### config.mk
export PLATFORM = sky130hd
export DESIGN_NAME = cla_nibble_subtractor
export DESIGN_NICKNAME = d
export VERILOG_FILES = /design/src/rtl/cla_nibble_subtractor.sv
export SDC_FILE = /design/constraint.sdc
export NUM_CORES = 1
export LEC_CHECK = 0
export ABC_AREA = 1
export CORE_UTILIZATION = 53
export CTS_BUF_LIST = sky130_fd_sc_hd__clkbuf_8
export CTS_CLUSTER_SIZE = 28
export DETAILED_ROUTE_END_ITERATION = 7
export MAX_ROUTING_LAYER = met4
export PLACE_DENSITY = 0.82
export RECOVER_POWER = 25
export SLEW_MARGIN = 15
export SYNTH_ARGS = -nofsm -noshare
export SYNTH_HDL_FRONTEND = slang
export SYNTH_SLANG_ARGS = --single-unit
export TNS_END_PERCENT = 1
### constraint.sdc
create_clock -name clk -period 2.7 [get_ports clk]
set_input_delay 0.54 -clock clk [delete_from_list [all_inputs] [get_ports clk]]
set_output_delay 0.54 -clock clk [all_outputs]
set_load 0.005 [all_outputs]
### src/rtl/cla_nibble_subtractor.sv
// Multi-cycle WIDTH-bit subtractor: diff = a - b - bin, one 4-bit lookahead slice per clock.
// Each slice adds a + ~b with carry-in = ~borrow, the same structure as the 4-bit lookahead adder.
`timescale 1ns/1ps
module cla_nibble_subtractor #(
  parameter int WIDTH = 16
) (
  input  logic             clk,
  input  logic             rst_n,
  input  logic             start,
  input  logic [WIDTH-1:0] a,
  input  logic [WIDTH-1:0] b,
  input  logic             bin,
  output logic             busy,
  output logic             done,
  output logic [WIDTH-1:0] diff,
  output logic             bout,
  output logic             ovf
);

  localparam int N  = WIDTH / 4;
  localparam int CW = (N > 1) ? $clog2(N) : 1;

  typedef enum logic [1:0] {IDLE, RUN, DONE} state_t;

  state_t           state;
  state_t           state_next;
  logic [WIDTH-1:0] a_reg;
  logic [WIDTH-1:0] b_reg;
  logic             borrow;
  logic [CW-1:0]    cnt;
  logic [CW+1:0]    base;
  logic [3:0]       a_k;
  logic [3:0]       b_k;
  logic [3:0]       g;
  logic [3:0]       p;
  logic [3:0]       c;
  logic             c4;
  logic [3:0]       slice_diff;
  logic             last_slice;
  logic             accept;

  assign base = {cnt, 2'b00};
  assign a_k  = a_reg[base +: 4];
  assign b_k  = b_reg[base +: 4];
  assign g    = a_k & ~b_k;
  assign p    = a_k ^ ~b_k;

  // Carry into the slice is the inverse of the borrow left by the previous slice.
  assign c[0] = ~borrow;
  assign c[1] = g[0] | (p[0] & c[0]);
  assign c[2] = g[1] | (p[1] & g[0]) | (p[1] & p[0] & c[0]);
  assign c[3] = g[2] | (p[2] & g[1]) | (p[2] & p[1] & g[0]) | (p[2] & p[1] & p[0] & c[0]);
  assign c4   = g[3] | (p[3] & g[2]) | (p[3] & p[2] & g[1]) | (p[3] & p[2] & p[1] & g[0])
              | (p[3] & p[2] & p[1] & p[0] & c[0]);

  assign slice_diff = p ^ c;
  assign last_slice = (cnt == CW'(N - 1));
  assign accept     = start && ((state == IDLE) || (state == DONE));
  assign busy       = (state == RUN);
  assign done       = (state == DONE);

  always_ff @(posedge clk or negedge rst_n) begin
    if (!rst_n) state <= IDLE;
    else        state <= state_next;
  end

  always_comb begin
    state_next = state;
    case (state)
      IDLE:    if (start) state_next = RUN;
      RUN:     if (last_slice) state_next = DONE;
      DONE:    state_next = start ? RUN : IDLE;
      default: state_next = IDLE;
    endcase
  end

  // Overflow uses the freshly computed top slice since diff's MSB is written on this same edge.
  always_ff @(posedge clk or negedge rst_n) begin
    if (!rst_n) begin
      a_reg  <= '0;
      b_reg  <= '0;
      borrow <= 1'b0;
      cnt    <= '0;
      diff   <= '0;
      bout   <= 1'b0;
      ovf    <= 1'b0;
    end else if (accept) begin
      a_reg  <= a;
      b_reg  <= b;
      borrow <= bin;
      cnt    <= '0;
    end else if (state == RUN) begin
      diff[base +: 4] <= slice_diff;
      borrow          <= ~c4;
      cnt             <= cnt + CW'(1);
      if (last_slice) begin
        bout <= ~c4;
        ovf  <= (a_reg[WIDTH-1] != b_reg[WIDTH-1]) && (slice_diff[3] != a_reg[WIDTH-1]);
      end
    end
  end

endmodule
==> impl_metrics.py <==
metrics = {
    "synth": {
        "syn_area_mm2": 0.00282,
        "synth_nets": 309,
        "synth.avg_cell_area_um2": 10.8,
        "ys_warn_count": 0,
        "ys_ff_latch": 55,
        "ys_seq_area_share_pct": 48.8,
        "ys_types": 34,
        "syn_inst": 262,
    },
    "global_route": {
        "grt_usage_pct": 24.1,
        "grt.busiest_layer": "met2",
        "grt_pass1_vias": 1993,
        "grt_max_degree": 56,
        "grt_use_met3_pct": 3.75,
        "met1_usage_pct": 30.9,
        "use_met2_pct": 39.0,
        "antenna_found_initial": 0,
        "grt_overflow": 0,
        "grt_pass1_wl_um": 9630,
    },
    "floorplanning": {
        "die_h_um": 75.0,
        "die-area_mm2": 0.00562,
        "die_w_um": 75.0,
        "rows": 26,
        "initial_core_util_pct": 55.3,
        "core-area_mm2": 0.00511,
        "io-pin-count": 56,
    },
    "worst_setup_path": {
        "cp_data_arrival_time_ns": 2.51,
        "setup.worst_path.start_class": "register",
        "r2r_start": "cnt[1]$_DFFE_PN0P_",
        "regToRegEndpoint": "diff[15]$_DFFE_PN0P_",
        "critical_path_class": "register to register",
        "cp-end-kind": "register",
        "r2r_slack_ns": 0.44,
        "reg2regPathDepth": 11,
        "cp.required_ns": 2.95,
        "path_max_fanout": 16,
    },
    "clock_tree": {
        "cts_buffer_depth": 2,
        "cts_setup_buffers": 0,
        "cts_tree": "done",
        "ctsHoldBuffers": 0,
        "cts.htree.levels": 2,
        "clock_latency_ns": 0.31,
        "cts_sinks": 55,
        "clk_pin_slew_ns": 0.10,
        "numCtsBuffers": 5,
        "cts-resized-gates": 0,
        "cts_root_buf": "clkbuf_8",
    },
    "route": {
        "routed_wl_um": 5710,
        "avgViaCountPerCell": 5.29,
        "drt_iter0_markers": 125,
        "wire_per_inst_um": 14.7,
        "vias": 2059,
        "drtAntennaViolNets": 0,
        "first_pass_iters": 4,
        "post-route-drc-count": 0,
    },
    "timing": {
        "rsz0062_at_grt": "no",
        "skew_ns": 0.0103,
        "timing.hold.ws_ns": 0.488,
        "period_minus_slack_ns": 2.26,
        "setup_viol": 0,
        "hold_violations": 0,
        "setup_tns_ns": 0,
        "slew_violations": 0,
        "max-slew-margin-rel_pct": 12.6,
        "fin_crit_sh_pct": 83.5,
        "max_freq_mhz": 443,
        "worstMarginPinSlew_ns": 1.31,
    },
    "min_path": {
        "hp-class": "register to register",
        "worst_hold_path.endpoint": "ovf$_DFFE_PN0P_",
        "hold_path_depth": 2,
        "worstHoldStart": "ovf$_DFFE_PN0P_",
    },
    "status": {
        "status": "finished, final reports clean",
    },
    "layout": {
        "fill_cells": 402,
        "final_area_mm2": 0.00351,
        "multi_input_area_mm2": 0.00129,
        "final_cells": 389,
        "nets": 365,
        "seq_area_mm2": 0.00138,
        "drive_gt1_share_pct": 19.1,
        "diodes": 0,
        "syn2layout_area_growth_pct": 24.4,
    },
    "place": {
        "placed_area_mm2": 0.00341,
        "numPortBuffers": 55,
        "dp_hpwl_um": 4180,
        "gp_congestion": 0.870,
        "dp_cells": 381,
    },
    "power": {
        "power_density_mw_per_mm2": 1340,
        "p_leak_nw": 1.68,
        "max-vdd-ir-drop_mv": 0.666,
    },
    "run": {
        "maxCapViolCount": 0,
    },
}
layer usage:
metal,vias up,wire length (um)
met5,-,0
met1,975,2520
met4,0,76
met2,73,2850
met3,7,267
li1,1004,-
worst max-delay path, cell delays in order, from the launching register on:
cell and delay, ns:
dfrtp_1 0.49, inv_2 0.27, a21oi_1 0.07, a32oi_1 0.31, inv_1 0.08, ha_1 0.30
nand4_1 0.17, nand2_1 0.15, nand2_2 0.09, nand2_4 0.09, nand4_1 0.10, nand2_1 0.08
cells in the mapped netlist (all sizes together):
cell type  count  area, um^2
xor2           1        8.76
clkbuf         1        3.75
a32o           2        20.0
ha            10         125
fa             1        20.0
mux2          31         450
dfrtp         55        1380
o21bai         1        7.51
a32oi          2        17.5
nand4          6        43.8
o31ai          2        15.0
a21oi          6        30.0
nand3          9        50.1
nor3           1        16.3
buf            8        61.3
nand2         49         211
nor2          18        88.8
or2            2        12.5
o21ai         30         150
o22ai          4        25.0
inv           23        88.8
power breakdown:
part / total [W] / leakage (nW) / internal, W / switching (W)
clock network: 0.000490 / 0.0557 / 0.000231 / 0.000259
registers: 0.00143 / 0.680 / 0.00119 / 0.000244
logic: 0.00277 / 0.940 / 0.00124 / 0.00153
total: 0.00469 / 1.68 / 0.00265 / 0.00203
cell type report:
class / count / share of cell area, %
Tap cell: 70 / 2.49
Inverter: 23 / 2.53
Timing Repair Buffer: 58 / 16.1
Multi-Input combinational cell: 175 / 36.8
Clock buffer: 7 / 2.74
Clock inverter: 1 / 0.107
Sequential cell: 55 / 39.2
worst max path at each step:
stage	slack, ns	endpoint	start	cells past startpoint
final	0.44	diff[15]$_DFFE_PN0P_	cnt[1]$_DFFE_PN0P_	11
after CTS	0.47	diff[15]$_DFFE_PN0P_	cnt[1]$_DFFE_PN0P_	11
after floorplan	0.64	ovf$_DFFE_PN0P_	cnt[0]$_DFFE_PN0P_	12
after detailed placement	0.48	diff[15]$_DFFE_PN0P_	cnt[1]$_DFFE_PN0P_	11
after global placement	0.59	diff[14]$_DFFE_PN0P_	cnt[1]$_DFFE_PN0P_	12
after global routing	0.23	diff[7]$_DFFE_PN0P_	cnt[1]$_DFFE_PN0P_	11
layout by cell type, fill, tap and decap left out, types with 4 or more instances in the layout:
| cell type | count |
|---|---|
| o22ai_1 | 4 |
| nor2_1 | 15 |
| mux2_2 | 4 |
| o21ai_1 | 19 |
| ha_1 | 10 |
| clkbuf_8 | 7 |
| inv_2 | 4 |
| inv_1 | 19 |
| nand3_1 | 8 |
| dfrtp_1 | 55 |
| nand4_1 | 5 |
| clkdlybuf4s50_1 | 54 |
| a21oi_1 | 6 |
| o21ai_0 | 11 |
| mux2_4 | 27 |
| nand2_2 | 5 |
| nand2_1 | 42 |
kinds of logic after synthesis:
| logic type | after synthesis | share of synthesized area, % |
|---|---|---|
| and+or+nand+nor | 85 | 15.0 |
| AOI/OAI and AO/OA | 47 | 9.40 |
| adders and majority gates | 11 | 5.14 |
| xor gates and xnor gates | 1 | 0.310 |
| muxes | 31 | 16.0 |
| buffers and inverters | 32 | 5.45 |
| DFF | 55 | 48.8 |
metrics by stage:
stage / util [%] / total power (W) / setup WS, ns
CTS: 68.8 / 0.00469 / 0.474
global placement: 66.8 / 0.00410 / 0.590
global route: 68.7 / 0.00509 / 0.228
detailed placement: 66.8 / 0.00420 / 0.482
finish: 68.7 / 0.00469 / 0.444
floorplan: - / 0.00347 / 0.636
Power figures use the tool's default switching activity.
